[config.mk]
export PLATFORM = sky130hd
export DESIGN_NAME = beat_note_gen
export DESIGN_NICKNAME = d
export VERILOG_FILES = /design/src/rtl/beat_pkg.sv /design/src/rtl/tone_divider.sv /design/src/rtl/beat_note_gen.sv
export SDC_FILE = /design/constraint.sdc
export NUM_CORES = 1
export LEC_CHECK = 0
export BUFFER_PORTS_ARGS = -buffer_cell sky130_fd_sc_hd__buf_2
export CORE_MARGIN = 8
export CORE_UTILIZATION = 35
export DETAILED_ROUTE_END_ITERATION = 16
export GPL_TIMING_DRIVEN = 0
export PLACE_DENSITY = 0.62
export SYNTH_ARGS = -nofsm -noshare
export SYNTH_HDL_FRONTEND = slang
export SYNTH_SLANG_ARGS = --single-unit
export TNS_END_PERCENT = 1
[constraint.sdc]
create_clock -name CLOCK_50 -period 4 [get_ports CLOCK_50]
set_clock_uncertainty 0.1 [all_clocks]
set_input_delay 0.8 -clock CLOCK_50 [delete_from_list [all_inputs] [get_ports CLOCK_50]]
set_output_delay 0.8 -clock CLOCK_50 [all_outputs]
set_load 0.05 [all_outputs]
[src/rtl/beat_pkg.sv]
// rtl/beat_pkg.sv - shared types, default pitches and pitch lookup for the beat note generator
package beat_pkg;

  typedef enum logic {IDLE, TONE} state_t;

  // Half periods in 50 MHz clocks: A4, C5, E5, G5
  localparam int unsigned DEF_HALF_P0 = 56818;
  localparam int unsigned DEF_HALF_P1 = 47778;
  localparam int unsigned DEF_HALF_P2 = 37922;
  localparam int unsigned DEF_HALF_P3 = 31888;

  function automatic int unsigned half_lookup(input logic [1:0] idx,
                                              input int unsigned h0, input int unsigned h1,
                                              input int unsigned h2, input int unsigned h3);
    case (idx)
      2'd0:    half_lookup = h0;
      2'd1:    half_lookup = h1;
      2'd2:    half_lookup = h2;
      default: half_lookup = h3;
    endcase
  endfunction

  function automatic int unsigned max4(input int unsigned a, input int unsigned b,
                                       input int unsigned c, input int unsigned d);
    int unsigned m;
    m = a;
    if (b > m) m = b;
    if (c > m) m = c;
    if (d > m) m = d;
    max4 = m;
  endfunction

endpackage

[src/rtl/tone_divider.sv]
// rtl/tone_divider.sv - loadable half-period down-counter driving the speaker square wave
module tone_divider #(
  parameter int unsigned W = 16
) (
  input  logic         clk,
  input  logic         reset,
  input  logic         load,
  input  logic         run,
  input  logic [W-1:0] half_period,
  output logic         spk
);

  localparam logic [W-1:0] ONE = W'(1);

  logic [W-1:0] half_cnt;

  // load wins over run so a retrigger always restarts high; idle parks the pin low
  always_ff @(posedge clk) begin
    if (reset) begin
      half_cnt <= '0;
      spk      <= 1'b0;
    end else if (load) begin
      half_cnt <= half_period - ONE;
      spk      <= 1'b1;
    end else if (run) begin
      if (half_cnt == '0) begin
        half_cnt <= half_period - ONE;
        spk      <= ~spk;
      end else begin
        half_cnt <= half_cnt - ONE;
      end
    end else begin
      half_cnt <= '0;
      spk      <= 1'b0;
    end
  end

endmodule

[src/rtl/beat_note_gen.sv]
// rtl/beat_note_gen.sv - turns active sequencer beats into fixed-length square-wave notes
module beat_note_gen
  import beat_pkg::*;
#(
  parameter int unsigned HALF_P0  = DEF_HALF_P0,
  parameter int unsigned HALF_P1  = DEF_HALF_P1,
  parameter int unsigned HALF_P2  = DEF_HALF_P2,
  parameter int unsigned HALF_P3  = DEF_HALF_P3,
  parameter int unsigned NOTE_LEN = 5000000
) (
  input  logic       CLOCK_50,
  input  logic       reset,
  input  logic       beat_tick,
  input  logic       play,
  input  logic [1:0] pitch_sel,
  output logic       spk,
  output logic       active,
  output logic [7:0] notes_played
);

  localparam int unsigned HMAX = max4(HALF_P0, HALF_P1, HALF_P2, HALF_P3);
  localparam int HW = $clog2(HMAX + 1);
  localparam int LW = $clog2(NOTE_LEN);
  localparam logic [LW-1:0] LEN_LOAD = LW'(NOTE_LEN - 1);
  localparam logic [LW-1:0] LEN_ONE  = LW'(1);

  state_t          state, state_next;
  logic [LW-1:0]   len_cnt;
  logic [1:0]      pitch_q;
  logic            trigger;
  logic            run;
  logic [1:0]      pitch_idx;
  logic [HW-1:0]   half_period;

  assign trigger   = beat_tick & play;
  assign run       = (state == TONE) && (len_cnt != '0);
  // On a trigger the divider must load the incoming pitch, not the stale latch
  assign pitch_idx = trigger ? pitch_sel : pitch_q;
  assign half_period = HW'(half_lookup(pitch_idx, HALF_P0, HALF_P1, HALF_P2, HALF_P3));

  always_ff @(posedge CLOCK_50) begin
    if (reset) state <= IDLE;
    else       state <= state_next;
  end

  always_comb begin
    state_next = state;
    case (state)
      IDLE:    if (trigger) state_next = TONE;
      TONE:    if (trigger) state_next = TONE;
               else if (len_cnt == '0) state_next = IDLE;
      default: state_next = IDLE;
    endcase
  end

  always_comb begin
    active = (state == TONE);
  end

  always_ff @(posedge CLOCK_50) begin
    if (reset) begin
      len_cnt      <= '0;
      pitch_q      <= 2'd0;
      notes_played <= 8'd0;
    end else if (trigger) begin
      len_cnt      <= LEN_LOAD;
      pitch_q      <= pitch_sel;
      notes_played <= notes_played + 8'd1;
    end else if (run) begin
      len_cnt <= len_cnt - LEN_ONE;
    end
  end

  tone_divider #(.W(HW)) u_divider (
    .clk         (CLOCK_50),
    .reset       (reset),
    .load        (trigger),
    .run         (run),
    .half_period (half_period),
    .spk         (spk)
  );

endmodule

Word level (Yosys, flattened, before mapping) --
Index checks and enable logic that the tools add are counted.
Word-level totals: input bits 6, logic and storage cells 38, output and inout port bits 10, bits in registers 51
Operators by class: bitwise logic cells 3, $add $sub $neg 4, reductions and logical operators 7, multiplexer cells 14, equality and inequality tests 3
Operator list (number):
- $mux 16 | 3
- $pmux 16 s3 | 1
- $mux 23 | 2
- $sub 16x1->16 const B | 2
- $logic_not 23->1 | 1
- $reduce_bool 23->1 | 1
- $sub 23x1->23 const B | 1
- $logic_not 16->1 | 1
- $add 8x1->8 const B | 1
- $mux 1 | 6
- $ne 3x2->1 const B | 1
- $eq 2x1->1 const B | 1
- $eq 2x2->1 const B | 1
- $logic_not 2->1 | 1
- $mux 2 | 1
- $not 1->1 | 2
- $pmux 1 s2 | 1
- $reduce_bool 2->1 | 1
- $reduce_or 2->1 | 1
- $and 1x1->1 | 1
- $logic_and 1x1->1 | 1

Longest topological paths before layout --
depth in word-level cells 8, mapped depth 9, mapped depth without buffers 7

By module --
From an unflattened synthesis, not the netlist that was laid out.
Second synthesis, totals: cell total of the unflattened synthesis 350, area, all modules 3027.9 sq um
By module, submodules not included:
- beat_note_gen | area each 1779.2 sq um, cells an instance 203, instances 1, sequential area each 680.7 sq um
- tone_divider | area each 1248.7 sq um, cells an instance 147, instances 1, sequential area each 340.3 sq um

Least setup slack after synthesis --
Ideal clock, no wire load.
path kind reg2reg, start point reg u_divider.half_cnt[0], end point reg u_divider.half_cnt[10], library setup time 0.092 ns, stages on the path, launching flop included 10, arrival 2.372 ns, path slack 1.436 ns, buffers on the path 2, data required time 3.808 ns, period minus slack after synthesis 2.564 ns, cell sequence dfxtp_1 > inv_1 > ha_1 > or4b_2 > or4_1 > buf_2 > a211oi_1 > nor2_1 > buf_2 > o32ai_1
Between the ends: cells in the longest elaborated chain, start to end 4, elaborated cells between the ends (all ways) 5, classes of those cells add/sub: 1; mux: 3; reduce/logical: 1
RTL lines:
- from (decl) | line tone_divider.sv:15 | logic [W-1:0] half_cnt;
- from (signal assigned) | line tone_divider.sv:23 | half_cnt <= half_period - ONE;
- from (signal assigned) | line tone_divider.sv:27 | half_cnt <= half_period - ONE;
- from (signal assigned) | line tone_divider.sv:30 | half_cnt <= half_cnt - ONE;
- $sub 16x1->16 or $logic_not 16->1 (tied branches) | line tone_divider.sv:30, tone_divider.sv:26
- $mux 16 (*) | line tone_divider.sv:26 | if (half_cnt == '0) begin
- $mux 16 (*) | line tone_divider.sv:25 | end else if (run) begin
- $mux 16 (*) | line tone_divider.sv:22 | end else if (load) begin
Every way passes the cells marked *; elsewhere a longest branch is shown, timed or not. A chain may end at the register's enable or synchronous reset.

Worst setup path after layout --
start point reg u_divider.half_cnt[0], end point reg u_divider.half_cnt[9]
The elaborated chain is that of the path after synthesis.

==> results.rst <==
.. list-table::
   :header-rows: 1

   * - Metric
     - Value
   * - Post-synthesis share of cell area spent on and, or, nand and nor gates
     - 24.9%
   * - Layout filler cell count
     - 727
   * - Highest net fanout along the worst path
     - 10
   * - Via count of the first global-routing pass
     - 2089
   * - PnR worst setup slack
     - 1.11 ns
   * - Post-synthesis compound-gate area fraction
     - 16.7%
   * - CTS Root Buffer Type
     - clkbuf_8
   * - Synthesized-area fraction occupied by adder cells
     - 5.36%
   * - Share of final-layout standard cells stronger than drive strength 1
     - 11.8%
   * - Mean instance size in the synthesized netlist
     - 8.86 um^2
   * - Critical Path Start Type
     - flop
   * - Leading cell types in the layout, fill and taps excluded
     - dfxtp_1 (51), or4_1 (21), a21oi_1 (21)
   * - Synth area leader
     - dfxtp_1
   * - Average via count per standard cell
     - 5.31
   * - WL final
     - 5930 um
   * - Finish-stage setup viols
     - 0
   * - Count of instances resized after the clock tree is built
     - 0
   * - Combinational family with the most area after synthesis
     - simple AND/OR/NAND/NOR gates
   * - Setup total negative slack
     - 0 ns
   * - Antenna Diode Count
     - 0
   * - Slowest Stage Delay on Critical Path
     - 0.57 ns
   * - RD Place Congestion
     - 0.768
   * - LEAKAGE
     - 1.07 nW
   * - Most common cell after layout, fill and taps aside
     - dfxtp_1
   * - Worst slew slack as a fraction of its limit
     - 55.6%
   * - YS warnings
     - 0
   * - Slew at the pin with the worst max-slew slack
     - 0.660 ns
   * - Crit. End Element
     - flop
   * - Max-cap viol count
     - 0
   * - Area share of the leading cell type in the synthesized netlist
     - 39.7%
   * - Residual DRC count
     - 0
   * - Number of search-and-repair iterations in the first detailed-routing pass
     - 4
   * - Total overflow reported by the global router
     - 0
   * - Cell area power density
     - 411 mW/mm^2
   * - Wire length of the first global-routing pass
     - 10100 um
   * - Post-route cell area
     - 0.00286 mm^2
   * - Xor-xnor portion of the synthesized cell area
     - 8.52%
   * - CTS sink cnt
     - 51
   * - Master of the slowest instance on the critical path
     - or4b_2
   * - Count of H-tree levels built during CTS
     - 2
   * - Worst-skew pair later-pin latency
     - 0.31 ns
   * - Synthesized Nets
     - 307
   * - Count of port buffers added during placement
     - 15
   * - FF-to-FF setup slack
     - 1.11 ns
   * - Initial antenna violation count
     - 0
   * - Cell Area, Synth
     - 0.00257 mm^2
   * - Placed instance area
     - 0.00277 mm^2
   * - RSZ-0062 raised after global routing
     - false
   * - Sequential cell area fraction in the yosys report
     - 39.7%
   * - Number of setup buffers added after CTS
     - 0
   * - Largest net degree at the start of global routing
     - 18
   * - Clock transition at the registers of the reported paths
     - 0.10 ns
   * - Data required, critical path
     - 4.11 ns
   * - Synthesized flop and latch total
     - 51
   * - Total count of hold-check failures in the final report
     - 0
   * - Core region area
     - 0.00718 mm^2
   * - Highest Clock Rate
     - 346 MHz
   * - Class of the tightest hold or removal check
     - reg2reg
   * - Maximum resistive drop on vdd
     - 229 uV
   * - Area growth from synthesis to final layout
     - 11.3%
   * - Top-Level Pins
     - 16
   * - Pre-CTS setup slack
     - 0.939 ns
   * - Clock Path Buffers
     - 2
   * - Top cells by area in the synthesized netlist
     - dfxtp_1 (40%), or4_1 (6.1%), ha_1 (5.4%), xnor2_1 (4.8%), a21oi_1 (4.1%)
   * - Final net count
     - 329
   * - Routed wire length per instance
     - 14.4 um
   * - Ordered cell list for the critical path
     - inv_1 > ha_1 > or4b_2 > or4_1 > buf_2 > a211oi_1 > nor2_1 > buf_2 > o32ai_1
   * - Flip-flop and latch area
     - 0.00102 mm^2
   * - Die H
     - 102 um
   * - Number of DRC markers after the initial detailed-route iteration
     - 151
   * - Synth cell types
     - 41
   * - Cts hold-fix bufs
     - 0
   * - Total count of max-transition violations in the final report
     - 0
   * - Hold slack
     - 0.383 ns
   * - Multi-input combinational cell area
     - 0.00145 mm^2
   * - Min cycle time layout
     - 2.89 ns
   * - Floorplan die width
     - 102 um
   * - Floorplan die area
     - 0.0103 mm^2
   * - Initial core utilization
     - 35.8%
   * - Fin crit share
     - 72.3%
   * - TritonCTS Buffers
     - 5
   * - Worst path most repeated cell
     - buf_2
   * - Antenna violation net count after detailed routing
     - 0
   * - Overall via count from detail_route
     - 2186
   * - Cell count after synthesis
     - 290
   * - Total routing resource utilization after global routing
     - 12.1%
   * - CP arrival
     - 3.00 ns
   * - Outcome
     - finished, final reports clean
   * - Multiplexer share of the synthesized area
     - 0.779%
   * - Type of the worst setup path
     - reg2reg
   * - Core Rows
     - 31
   * - Half-perimeter wire length after detailed placement
     - 4340 um
   * - CTS tree
     - built
==> final timing paths <==
| path | from | depth (start not counted) | endpoint |
|---|---|---|---|
| worst max-delay path | u_divider.half_cnt[0]$_SDFF_PP0_ | 9 | u_divider.half_cnt[9]$_SDFF_PP0_ |
| worst min-delay path | len_cnt[7]$_SDFFE_PP0P_ | 2 | len_cnt[7]$_SDFFE_PP0P_ |
| worst max register to register | u_divider.half_cnt[0]$_SDFF_PP0_ | 9 | u_divider.half_cnt[9]$_SDFF_PP0_ |
| worst min register to register | len_cnt[7]$_SDFFE_PP0P_ | 2 | len_cnt[7]$_SDFFE_PP0P_ |
==> registers in the layout, indices dropped and copies added, names as in the netlist <==
| name | flops |
|---|---|
| u_divider.half_cnt | 16 |
| active | 1 |
| notes_played | 8 |
| u_divider.spk | 1 |
| pitch_q | 2 |
| len_cnt | 23 |
==> stage by stage <==
stage	utilization (%)	cells	total power, mW
global placement	38.6	404	0.872
floorplan	-	290	0.811
global route	39.9	412	1.24
finish	39.9	412	1.18
detailed placement	38.6	404	0.879
CTS	39.9	412	1.18
==> cell families (layout without fill, tap and decap cells) <==
logic type | after synthesis | in the layout
multiplexers | 2 | 2
buffers and inverters | 26 | 49
flip-flops | 51 | 51
XOR/XNOR | 25 | 25
adder cells (fa/ha/maj) | 11 | 11
AO/OA/AOI/OAI | 65 | 65
AND/OR/NAND/NOR | 110 | 110
==> cells in the mapped netlist, drive strengths merged <==
master	number
o21ai	7
buf	5
xnor2	14
o211ai	1
a21oi	21
a31oi	6
mux2i	2
nor3	6
nand3b	2
nor2	19
or3b	1
nand2b	1
a21o	2
and2	3
ha	11
nand3	5
nand4	3
clkbuf	9
a221oi	1
nor4b	1
o32ai	11
or3	15
a21boi	1
or4	22
a211o	2
inv	12
and3	1
o31ai	10
xor2	11
nor4	9
nand2	15
or2	5
or4b	1
dfxtp	51
a211oi	2
a311oi	1
nor3b	1
==> critical path: cells and delay by family, from the launching register on <==
family | cells | cell delay [ns]
buf+inv | 3 | 0.50
fa+ha+maj | 1 | 0.15
flops | 1 | 0.37
simple gates | 3 | 1.18
compound gates | 2 | 0.50
==> area by class of cell <==
cell class                 count  share of cell area (%)
multi-input combinational    213                    50.5
sequential                    51                    35.7
clock inverter                 3                   0.831
tap                           99                    4.33
timing repair buffer          15                    2.62
buffer                        14                    2.06
clock buffer                   5                    2.40
inverter                      12                    1.57
==> routing by layer <==
| layer | vias up | global-route usage (%) | share of wire, % |
|---|---|---|---|
| li1 | 1122 | - | - |
| met1 | 1024 | 16.0 | 48 |
| met2 | 35 | 19.5 | 47 |
| met3 | 5 | 2.82 | 4.7 |
| met4 | 0 | 2.75 | 0.61 |
| met5 | - | 0 | 0 |
==> report_power, final <==
group / switching (mW) / total, mW / leakage (nW) / internal [mW]
clock network: 0.182 / 0.308 / 0.0408 / 0.125
logic: 0.172 / 0.295 / 0.613 / 0.123
registers: 0.0328 / 0.574 / 0.417 / 0.541
No activity file was read; power rests on OpenSTA's default activity.
